$ cat src/rtl/noc_vc_input_buffer.sv
// noc_vc_input_buffer: per-VC circular flit queues with independent backpressure, counts and sticky error flags.
// Optional credit return port enabled by `NOC_VC_BUF_CREDIT_EN.
module noc_vc_input_buffer #(
  parameter int CHANNELS = 2,
  parameter int DEPTH = 8,
  parameter int THRESHOLD = 6,
  parameter int FLIT_WIDTH = 64,
  localparam int CW = $clog2(DEPTH + 1),
  localparam int AW = $clog2(DEPTH)
`ifdef NOC_VC_BUF_CREDIT_EN
  , localparam int VW = CHANNELS > 1 ? $clog2(CHANNELS) : 1
`endif
) (
  input  logic                           noc_clk,
  input  logic                           noc_rst_n,
  input  logic                           i_clear,
  input  logic [CHANNELS-1:0]            i_valid,
  input  logic [FLIT_WIDTH-1:0]          i_flit,
  output logic [CHANNELS-1:0]            o_ready,
  output logic [CHANNELS-1:0]            o_almost_full,
  output logic [CHANNELS-1:0]            o_valid,
  output logic [CHANNELS*FLIT_WIDTH-1:0] o_flit,
  input  logic [CHANNELS-1:0]            i_ready,
  output logic [CHANNELS*CW-1:0]         o_count,
  output logic [CHANNELS-1:0]            o_overflow,
  output logic                           o_protocol_err
`ifdef NOC_VC_BUF_CREDIT_EN
  ,
  output logic                           o_credit_valid,
  output logic [VW-1:0]                  o_credit_vc
`endif
);
  logic [CW-1:0] cnt [CHANNELS];
  logic [AW-1:0] wr [CHANNELS];
  logic [AW-1:0] rd [CHANNELS];
  logic [CHANNELS-1:0] full, push, pop;
  logic multi;
  // more than one bit set means the upstream sent an illegal multi-hot request
  assign multi = |(i_valid & (i_valid - CHANNELS'(1)));
  for (genvar i = 0; i < CHANNELS; i++) begin : g_vc
    logic [FLIT_WIDTH-1:0] mem [DEPTH];
    assign full[i] = cnt[i] == CW'(DEPTH);
    assign push[i] = i_valid[i] & ~multi & ~full[i];
    assign pop[i] = (cnt[i] != '0) & i_ready[i];
    assign o_ready[i] = ~full[i];
    assign o_almost_full[i] = cnt[i] >= CW'(THRESHOLD);
    assign o_valid[i] = cnt[i] != '0;
    assign o_count[i*CW +: CW] = cnt[i];
    assign o_flit[i*FLIT_WIDTH +: FLIT_WIDTH] = mem[rd[i]];
    always_ff @(posedge noc_clk)
      if (push[i] & ~i_clear) mem[wr[i]] <= i_flit;
  end
  always_ff @(posedge noc_clk or negedge noc_rst_n) begin
    if (!noc_rst_n) begin
      for (int v = 0; v < CHANNELS; v++) begin
        wr[v] <= '0;
        rd[v] <= '0;
        cnt[v] <= '0;
      end
      o_overflow <= '0;
      o_protocol_err <= 1'b0;
    end else if (i_clear) begin
      for (int v = 0; v < CHANNELS; v++) begin
        wr[v] <= '0;
        rd[v] <= '0;
        cnt[v] <= '0;
      end
      o_overflow <= '0;
      o_protocol_err <= 1'b0;
    end else begin
      for (int v = 0; v < CHANNELS; v++) begin
        wr[v] <= wr[v] + AW'(push[v]);
        rd[v] <= rd[v] + AW'(pop[v]);
        cnt[v] <= cnt[v] + CW'(push[v]) - CW'(pop[v]);
      end
      o_overflow <= o_overflow | (i_valid & full & {CHANNELS{~multi}});
      o_protocol_err <= o_protocol_err | multi;
    end
  end
`ifdef NOC_VC_BUF_CREDIT_EN
  // a pop can be credited in its own cycle; only losers of the priority pick are parked in pend
  logic [CW-1:0] pend [CHANNELS];
  logic [CHANNELS-1:0] avail;
  logic [VW-1:0] sel;
  for (genvar i = 0; i < CHANNELS; i++) begin : g_avail
    assign avail[i] = (pend[i] != '0) | pop[i];
  end
  always_comb begin
    sel = '0;
    for (int v = CHANNELS - 1; v >= 0; v--)
      if (avail[v]) sel = VW'(v);
  end
  always_ff @(posedge noc_clk or negedge noc_rst_n) begin
    if (!noc_rst_n) begin
      for (int v = 0; v < CHANNELS; v++) pend[v] <= '0;
      o_credit_valid <= 1'b0;
      o_credit_vc <= '0;
    end else if (i_clear) begin
      for (int v = 0; v < CHANNELS; v++) pend[v] <= '0;
      o_credit_valid <= 1'b0;
      o_credit_vc <= '0;
    end else begin
      for (int v = 0; v < CHANNELS; v++)
        pend[v] <= pend[v] + CW'(pop[v]) - CW'(|avail && sel == VW'(v));
      o_credit_valid <= |avail;
      o_credit_vc <= sel;
    end
  end
`endif
endmodule

$ cat config.mk
export PLATFORM = sky130hd
export DESIGN_NAME = noc_vc_input_buffer
export DESIGN_NICKNAME = d
export VERILOG_FILES = /design/src/rtl/noc_vc_input_buffer.sv
export SDC_FILE = /design/constraint.sdc
export NUM_CORES = 1
export LEC_CHECK = 0
export CORE_MARGIN = 2
export CORE_UTILIZATION = 63
export DETAILED_ROUTE_END_ITERATION = 8
export DONT_BUFFER_PORTS = 1
export PLACE_DENSITY_LB_ADDON = 0.2
export SKIP_LAST_GASP = 1
export SLEW_MARGIN = 20
export SYNTH_ARGS = -nofsm -noshare
export SYNTH_HDL_FRONTEND = slang
export SYNTH_SLANG_ARGS = --single-unit
$ cat constraint.sdc
create_clock -name noc_clk -period 8 [get_ports noc_clk]
set_input_delay 2 -clock noc_clk [delete_from_list [all_inputs] [get_ports noc_clk]]
set_output_delay 2 -clock noc_clk [all_outputs]
set_load 0.05 [all_outputs]
### Word level (Yosys, flattened, before mapping)

Memories as Yosys holds them, arrays and structs flattened.
Cells that the tools add are included.

* register bits: 23
* RAM bits: 1024
* bits of input ports: 71
* output and inout bits: 145
* memories kept: 2

Memories
* g_vc[0].mem: words 8, width 64, rd ports 1, clocked after Yosys merged registers in 0, write ports 1, RTL line 41 `logic [FLIT_WIDTH-1:0] mem [DEPTH];`
* g_vc[1].mem: words 8, width 64, rd ports 1, clocked after Yosys merged registers in 0, write ports 1, RTL line 41

* add/sub/neg operators: 9
* magnitude comparators: 2
* eq/ne operators: 2
* multiplexer cells: 9
* bitwise logic cells: 17
* reduce and logical (&&, ||, !) cells: 3

Operators with widths (number)
* 3-bit by 1-bit adder with 3-bit output: 4
* 6-bit 2-to-1 mux: 2
* 4-bit by 1-bit adder with 4-bit output: 2
* 1-bit AND: 8
* 4-bit == test, second input constant: 2
* 4-bit by 3-bit greater-or-equal comparator with 1-bit output, second input constant: 2
* 8-bit 2-to-1 mux: 1
* 4-bit nonzero test: 2
* 4-bit by 1-bit subtractor with 4-bit output: 2
* 2-bit AND: 3
* 1-bit 2-to-1 mux: 5
* 1-bit inverter: 4
* 2-bit 2-to-1 mux: 1
* 2-bit bitwise OR: 1
* 2-bit OR reduction: 1
* 2-bit by 1-bit subtractor with 2-bit output, second input constant: 1
* 1-bit bitwise OR: 1

### Depth between registers and ports, before layout

Gate-level depths: netlist (run 1).

* word-level depth: 9
* depth in mapped cells: 11
* mapped depth without buffers: 11

### Worst setup path before layout (run 1)

No wires, ideal clock.

* path kind: input-to-reg
* from: in i_valid[1]
* to: mem g_vc[0].mem[0][0], enable pin
* data arrival time: 6.965 ns
* required time: 7.435 ns
* path slack: 0.470 ns
* stages on the path: 3
* buffers on the path: 0
* cells stage by stage: nand2b_1 > or4_1 > nor3_1

* cells in the longest elaborated chain, start to end: 9

RTL lines
* from (decl): RTL line 17 `input logic [CHANNELS-1:0] i_valid,`
* 2-bit by 1-bit subtractor with 2-bit output: RTL line 39 `assign multi = |(i_valid & (i_valid - CHANNELS'(1)));`
* 2-bit AND *: RTL line 39
* 2-bit OR reduction *: RTL line 39
* 1-bit inverter *: RTL line 43 `assign push[i] = i_valid[i] & ~multi & ~full[i];`
* 1-bit AND * (2 in series): RTL line 43
* 1-bit AND *: RTL line 51 `if (push[i] & ~i_clear) mem[wr[i]] <= i_flit;`
* 1-bit 2-to-1 mux *: RTL line 51
* 1-bit 2-to-1 mux (not written as such) *: RTL line 51
* to (decl): RTL line 41

Mark *: on every way between the ends. The rest lies on a longest branch, timed or not.

### Worst setup path in the final report (run 1)

* from: reg rd[1] (netlist name)
* to: out o_flit[105]

* cells in the longest elaborated chain, start to end: 1

RTL lines
* from (decl): RTL line 35 `logic [AW-1:0] rd [CHANNELS];`
* from (signal, indexed assignment): RTL line 73 `rd[v] <= rd[v] + AW'(pop[v]);`
* memory 8 x 64 bit
* to (decl): RTL line 22 `output logic [CHANNELS*FLIT_WIDTH-1:0] o_flit,`

No other way between the ends.

==> flow_summary.toml, run 1 <==
[sta]
finalCritPeriodShare = 0.681
rsz0062_at_grt = "false"
relSlewSlack = 0.338
fmax_mhz = 183
maxSlewViolCount = 0
setup_viol = 0
fin_tns_setup_ps = 0
final.min_clock_period_ps = 5450
hold_viol = 0
fin_skew_ps = 17.0
worst_slew_pin_slew_ps = 993

[synthesis]
async_flop_share = 0.0220
syn-cell-area_um2 = 39800
yosysUniqueCellTypes = 27
ys_ff_latch = 1047
avgSynthCellArea_um2 = 24.5
synthCells = 1627
synth_ff_type = "edfxtp_1"
ys_seq_area_frac = 0.786
synth.net_count = 1722
synth_edf_count = 1024
synth_warnings = 0

[pwr]
vdd_drop_max_mv = 0.279
power.switching_w = 0.00386
p_sw_frac = 0.282
p_leak_nw = 13.5
clkPwrFrac = 0.343
combPwrFrac = 0.197
p_seq_frac = 0.460
p_int_w = 0.00982
power_density_nw_per_um2 = 310

[clocking]
cts_setup_buffers = 0
cts.htree.levels = 3
numClockSinks = 1047
root_buffer = "clkbuf_16"
hold_buffers = 0
cts_tree = "done"
clkLatencyLatePin_ps = 650
cts.path.max_buffers = 3
cts-buffers-inserted = 100
cts.repair.resized = 0
cts.reportedPaths.clkPinSlew_ps = 60

[critical_path]
critPathArrivalTime_ps = 3450
endpoint_kind = "output pin"
worst_ep_required_time_ps = 6000
crit_type = "reg2out"
cp-start-kind = "flop"
worstPathMaxFanout = 45

[die]
ios = 216
coreArea_um2 = 62900
die_w_um = 255
die_h_um = 255
std_cell_rows = 92
initial_core_util = 0.634
dieArea_um2 = 65300

[finish]
design_area_um2 = 44100
seq_area_um2 = 31300
area_delta_synth_final_pct = 10.8
fillers = 3669
num-nets-final = 1785
insertedDiodeCount = 0
drive_above_1_share = 0.333
multi_input_area_um2 = 8090

[global_route]
grt_first_pass_wirelength_um = 119000
grt_max_degree = 90
grt_pass1_vias = 18000
track_usage = 0.251
overflow = 0
antenna_found_initial = 0

[drt]
drc = 0
drtAntennaViolNets = 0
firstDrtPassIters = 5
wl_per_cell_um = 30.5
drt_iter0_markers = 1478
via_per_inst = 6.51
vias = 17000
wl_um = 79500

[min_path]
holdCritPathClass = "reg2reg"

[placement]
place_area_um2 = 40900
place_hpwl_um = 42000
portBuffers = 0
gp_congestion = 0.715

[status]
status = "complete, no violations"

[job]
cap_violations = 0
through the flow:
step	utilization	hold slack [ps]	setup WS [ps]	power, W	instances
6_report	0.702	671	2550	0.0137	2610
4_1_cts	0.702	675	2400	0.0138	2610
3_3_place_gp	0.650	628	3170	0.00911	2434
3_5_place_dp	0.650	662	3100	0.00914	2434
5_1_grt	0.702	714	2260	0.0141	2610
2_1_floorplan	-	573	470	0.00877	1627
cell families after synthesis:
logic type	count (synthesis)	share of synthesized area
adders and majority gates	24	0.00791
DFF	1047	0.786
xor gates and xnor gates	6	0.00132
buffers and inverters	86	0.0135
and+or+nand+nor	71	0.00892
muxes	384	0.181
AOI/OAI and AO/OA	9	0.00135
power groups by stage:
stage / registers, W / clock network [W] / logic, W
2_1_floorplan: 0.00633 / 0 / 0.00244
3_3_place_gp: 0.00640 / 0 / 0.00271
3_5_place_dp: 0.00641 / 0 / 0.00273
4_1_cts: 0.00629 / 0.00478 / 0.00275
5_1_grt: 0.00630 / 0.00499 / 0.00284
6_report: 0.00629 / 0.00470 / 0.00270
critical path, stage by stage, from the launching register on:
cell and delay [ps]:
dfrtp_4 1060, buf_4 690, mux4_2 600, mux2_2 410
state kept, by name (all words and copies together), names as in the netlist:
name,count
o_count,8
g_vc.mem,1024
o_protocol_err,1
o_overflow,2
wr,6
rd,6
routing by layer:
metal  routed length, um  GRT usage  share of wire
met2               40000      0.403           0.50
met5                   0          0              0
met4                1300     0.0599          0.016
met1               31300      0.354           0.39
met3                6880     0.0644          0.087
cells in the mapped netlist (3+ instances only):
cell type / count / area (um^2)
nand2b_1: 7 / 43.8
edfxtp_1: 1024 / 30700
buf_4: 4 / 30.0
nor2b_1: 14 / 87.6
buf_6: 24 / 270
clkbuf_1: 20 / 75.1
mux4_2: 256 / 5770
a21oi_1: 6 / 30.0
nor3_1: 4 / 20.0
xnor2_1: 6 / 52.6
dfrtp_1: 23 / 576
nand3_1: 3 / 15.0
buf_1: 9 / 33.8
mux2_2: 128 / 1440
nand2_1: 9 / 33.8
ha_1: 22 / 275
inv_1: 13 / 48.8
nor2_1: 27 / 101
buf_2: 16 / 80.1
cell type report:
| cell class | count | share of cell area |
|---|---|---|
| Sequential cell | 1047 | 0.710 |
| Multi-Input combinational cell | 494 | 0.183 |
| Clock buffer | 123 | 0.0612 |
| Tap cell | 846 | 0.0240 |
| Clock inverter | 53 | 0.0132 |
| Timing Repair Buffer | 34 | 0.00700 |
| Inverter | 13 | 0.00111 |
cell usage in the layout (no fill, tap or decap), types with 4 or more instances in the layout:
cell | synthesis | layout
buf_4 | 4 | 29
nand2_1 | 9 | 9
edfxtp_1 | 1024 | 1024
mux2_2 | 128 | 128
clkbuf_1 | 20 | 16
xnor2_1 | 6 | 6
nor3_2 | 0 | 4
inv_1 | 13 | 13
clkbuf_16 | 0 | 104
dfrtp_4 | 0 | 6
dfrtp_1 | 23 | 17
ha_1 | 22 | 22
nor2_1 | 27 | 15
buf_12 | 0 | 4
clkinv_2 | 0 | 18
clkinv_1 | 0 | 16
bufinv_16 | 0 | 12
mux4_2 | 256 | 256
nand2b_1 | 7 | 7
nor2b_1 | 14 | 14
a21oi_1 | 6 | 6
nor2_4 | 0 | 12
final timing paths:
path	startpoint	endpoint	slack (ps)	cells after the start
max	rd[1]	o_flit[105]	2550	3
min	wr[4]	wr[4]	670	2
max reg2reg	o_count[2]	g_vc[0].mem[3][38]	3780	7
min reg2reg	wr[4]	wr[4]	670	2
max in group asynchronous	noc_rst_n	rd[5]	6870	0
min in group asynchronous	noc_rst_n	o_count[6]	1040	0
No activity file was read; power rests on OpenSTA's default activity.
==> run 2, diff against run 1 <==
--- a/config.mk
+++ b/config.mk
@@ -6,7 +6,7 @@
 export NUM_CORES = 1
 export LEC_CHECK = 0
 export CORE_MARGIN = 2
-export CORE_UTILIZATION = 63
+export CORE_UTILIZATION = 57
 export DETAILED_ROUTE_END_ITERATION = 8
 export DONT_BUFFER_PORTS = 1
 export PLACE_DENSITY_LB_ADDON = 0.2
==> constraint.sdc (replaced) <==
create_clock -name noc_clk -period 4.8 [get_ports noc_clk]
set_input_delay 1.2 -clock noc_clk [delete_from_list [all_inputs] [get_ports noc_clk]]
set_output_delay 1.2 -clock noc_clk [all_outputs]
set_load 0.05 [all_outputs]
==> flow_summary.toml, run 2 (synthesis gave the netlist of run 1 again) <==
[global_route]
grt_pass1_vias = 17900
overflow = 0
grt_first_pass_wirelength_um = 117000
track_usage = 0.228
antenna_found_initial = 0
grt_max_degree = 70

[critical_path]
max_stage_delay_ps = 790
cp.depth = 3
worstSetupStartpoint = "rd[4]"
endpoint_kind = "output pin"
endpoint = "o_flit[9]"
cp-start-kind = "flop"
worstPathMaxFanout = 35
crit_type = "reg2out"
cpLargestDelayFamily = "multiplexers"
ff2ff_path_depth = 7
r2r-start = "o_count[2]"
rr_endpoint = "g_vc[0].mem[2][27]"
cpMaxStageDelayCell = "dfrtp_4"
critPathArrivalTime_ps = 2890
r2r_slack_ps = 1350
worst_ep_required_time_ps = 3600
critical_path_buf_inv_count = 1
cp_cell_sequence = "buf_4, mux4_2, mux2_2"

[die]
initial_core_util = 0.578
coreArea_um2 = 68900
die_h_um = 268
std_cell_rows = 96
ios = 216
die_w_um = 268
dieArea_um2 = 72000

[clocking]
cts_setup_buffers = 0
cts.reportedPaths.clkPinSlew_ps = 60
numClockSinks = 1047
root_buffer = "clkbuf_16"
clkLatencyLatePin_ps = 650
cts.path.max_buffers = 3
cts.htree.levels = 3
cts_tree = "done"
cts-buffers-inserted = 101
hold_buffers = 0
cts.repair.resized = 0

[sta]
fin_tns_setup_ps = 0
rsz0062_at_grt = "false"
worst_slew_pin_slew_ps = 914
fmax_mhz = 245
hold_viol = 0
fin_skew_ps = 15.1
finalCritPeriodShare = 0.851
setup_viol = 0
final.min_clock_period_ps = 4090
relSlewSlack = 0.391
maxSlewViolCount = 0

[drt]
via_per_inst = 6.26
drtAntennaViolNets = 0
wl_per_cell_um = 29.5
wl_um = 80000
firstDrtPassIters = 5
drt_iter0_markers = 1434
vias = 17000
drc = 0

[finish]
post-route-util = 0.645
fin_cells = 2714
drive_above_1_share = 0.332
insertedDiodeCount = 0
mostFrequentLayoutCells = "edfxtp_1 (1024), mux4_2 (256), mux2_2 (128)"
area_delta_synth_final_pct = 11.6
final_common_cell = "edfxtp_1"
num-nets-final = 1794
largest_register_ffs = 1024

[pwr]
p_leak_nw = 13.6
p_int_w = 0.0163
power_density_nw_per_um2 = 513
power.switching_w = 0.00647
p_seq_frac = 0.464
vdd_drop_max_mv = 0.483
clkPwrFrac = 0.341
combPwrFrac = 0.195
p_sw_frac = 0.284

[placement]
portBuffers = 0
place_hpwl_um = 42800
gp_congestion = 0.725
dp_cells = 2527

[min_path]
holdCritPathClass = "in2async"

[job]
cap_violations = 0

[status]
status = "complete, no violations"
[run 2: changes by cell type in the layout (fill, tap and decap cells not counted), moves of 2 or more]
cell	before	now
buf_12	4	17
clkbuf_1	16	24
clkinv_1	16	22
buf_4	29	25
nor3_2	4	0
nor3_4	0	4
inv_6	2	5
clkinv_8	2	0
[run 2: per-layer routing]
metal,track usage,up-vias,wire [um]
met4,0.0695,0,1830
met5,0,-,0
met1,0.315,9268,32900
met2,0.369,564,39600
met3,0.0509,112,5580
li1,-,7055,-
[run 2: worst min path at each step]
stage / slack (ps) / endpoint / from / depth (start not counted)
6_report: 240 / rd[2] / noc_rst_n / 0
3_3_place_gp: 620 / wr[0] / wr[0] / 2
4_1_cts: 200 / rd[2] / noc_rst_n / 0
2_1_floorplan: 580 / rd[0] / rd[0] / 2
3_5_place_dp: 640 / wr[0] / wr[0] / 2
5_1_grt: 210 / o_count[4] / noc_rst_n / 0
[run 2: metrics by stage]
| stage | cell area, um^2 | power [W] | setup slack [ps] | hold WS [ps] |
|---|---|---|---|---|
| floorplan | 39900 | 0.0146 | -214 | 583 |
| global placement | 41200 | 0.0152 | 1370 | 624 |
| detailed placement | 41200 | 0.0153 | 1350 | 639 |
| CTS | 44500 | 0.0230 | 667 | 198 |
| global route | 44500 | 0.0236 | 596 | 212 |
| finish | 44500 | 0.0228 | 713 | 240 |
[run 2: power groups by stage]
stage	combinational, W	sequential, W	clock (W)
3_3_place_gp	0.00449	0.0108	0
5_1_grt	0.00468	0.0106	0.00829
6_report	0.00445	0.0106	0.00778
4_1_cts	0.00453	0.0106	0.00793
3_5_place_dp	0.00451	0.0108	0
2_1_floorplan	0.00408	0.0105	0
[run 2: area by class of cell]
| cell class | instances | area, um^2 |
|---|---|---|
| multi-input cells | 494 | 8120 |
| well taps | 931 | 1160 |
| fillers | 4502 | 24500 |
| repair buffers | 42 | 528 |
| inverters | 13 | 48.8 |
| clock inverters | 58 | 567 |
| flip-flops and latches | 1047 | 31300 |
| clock buffers | 129 | 2700 |
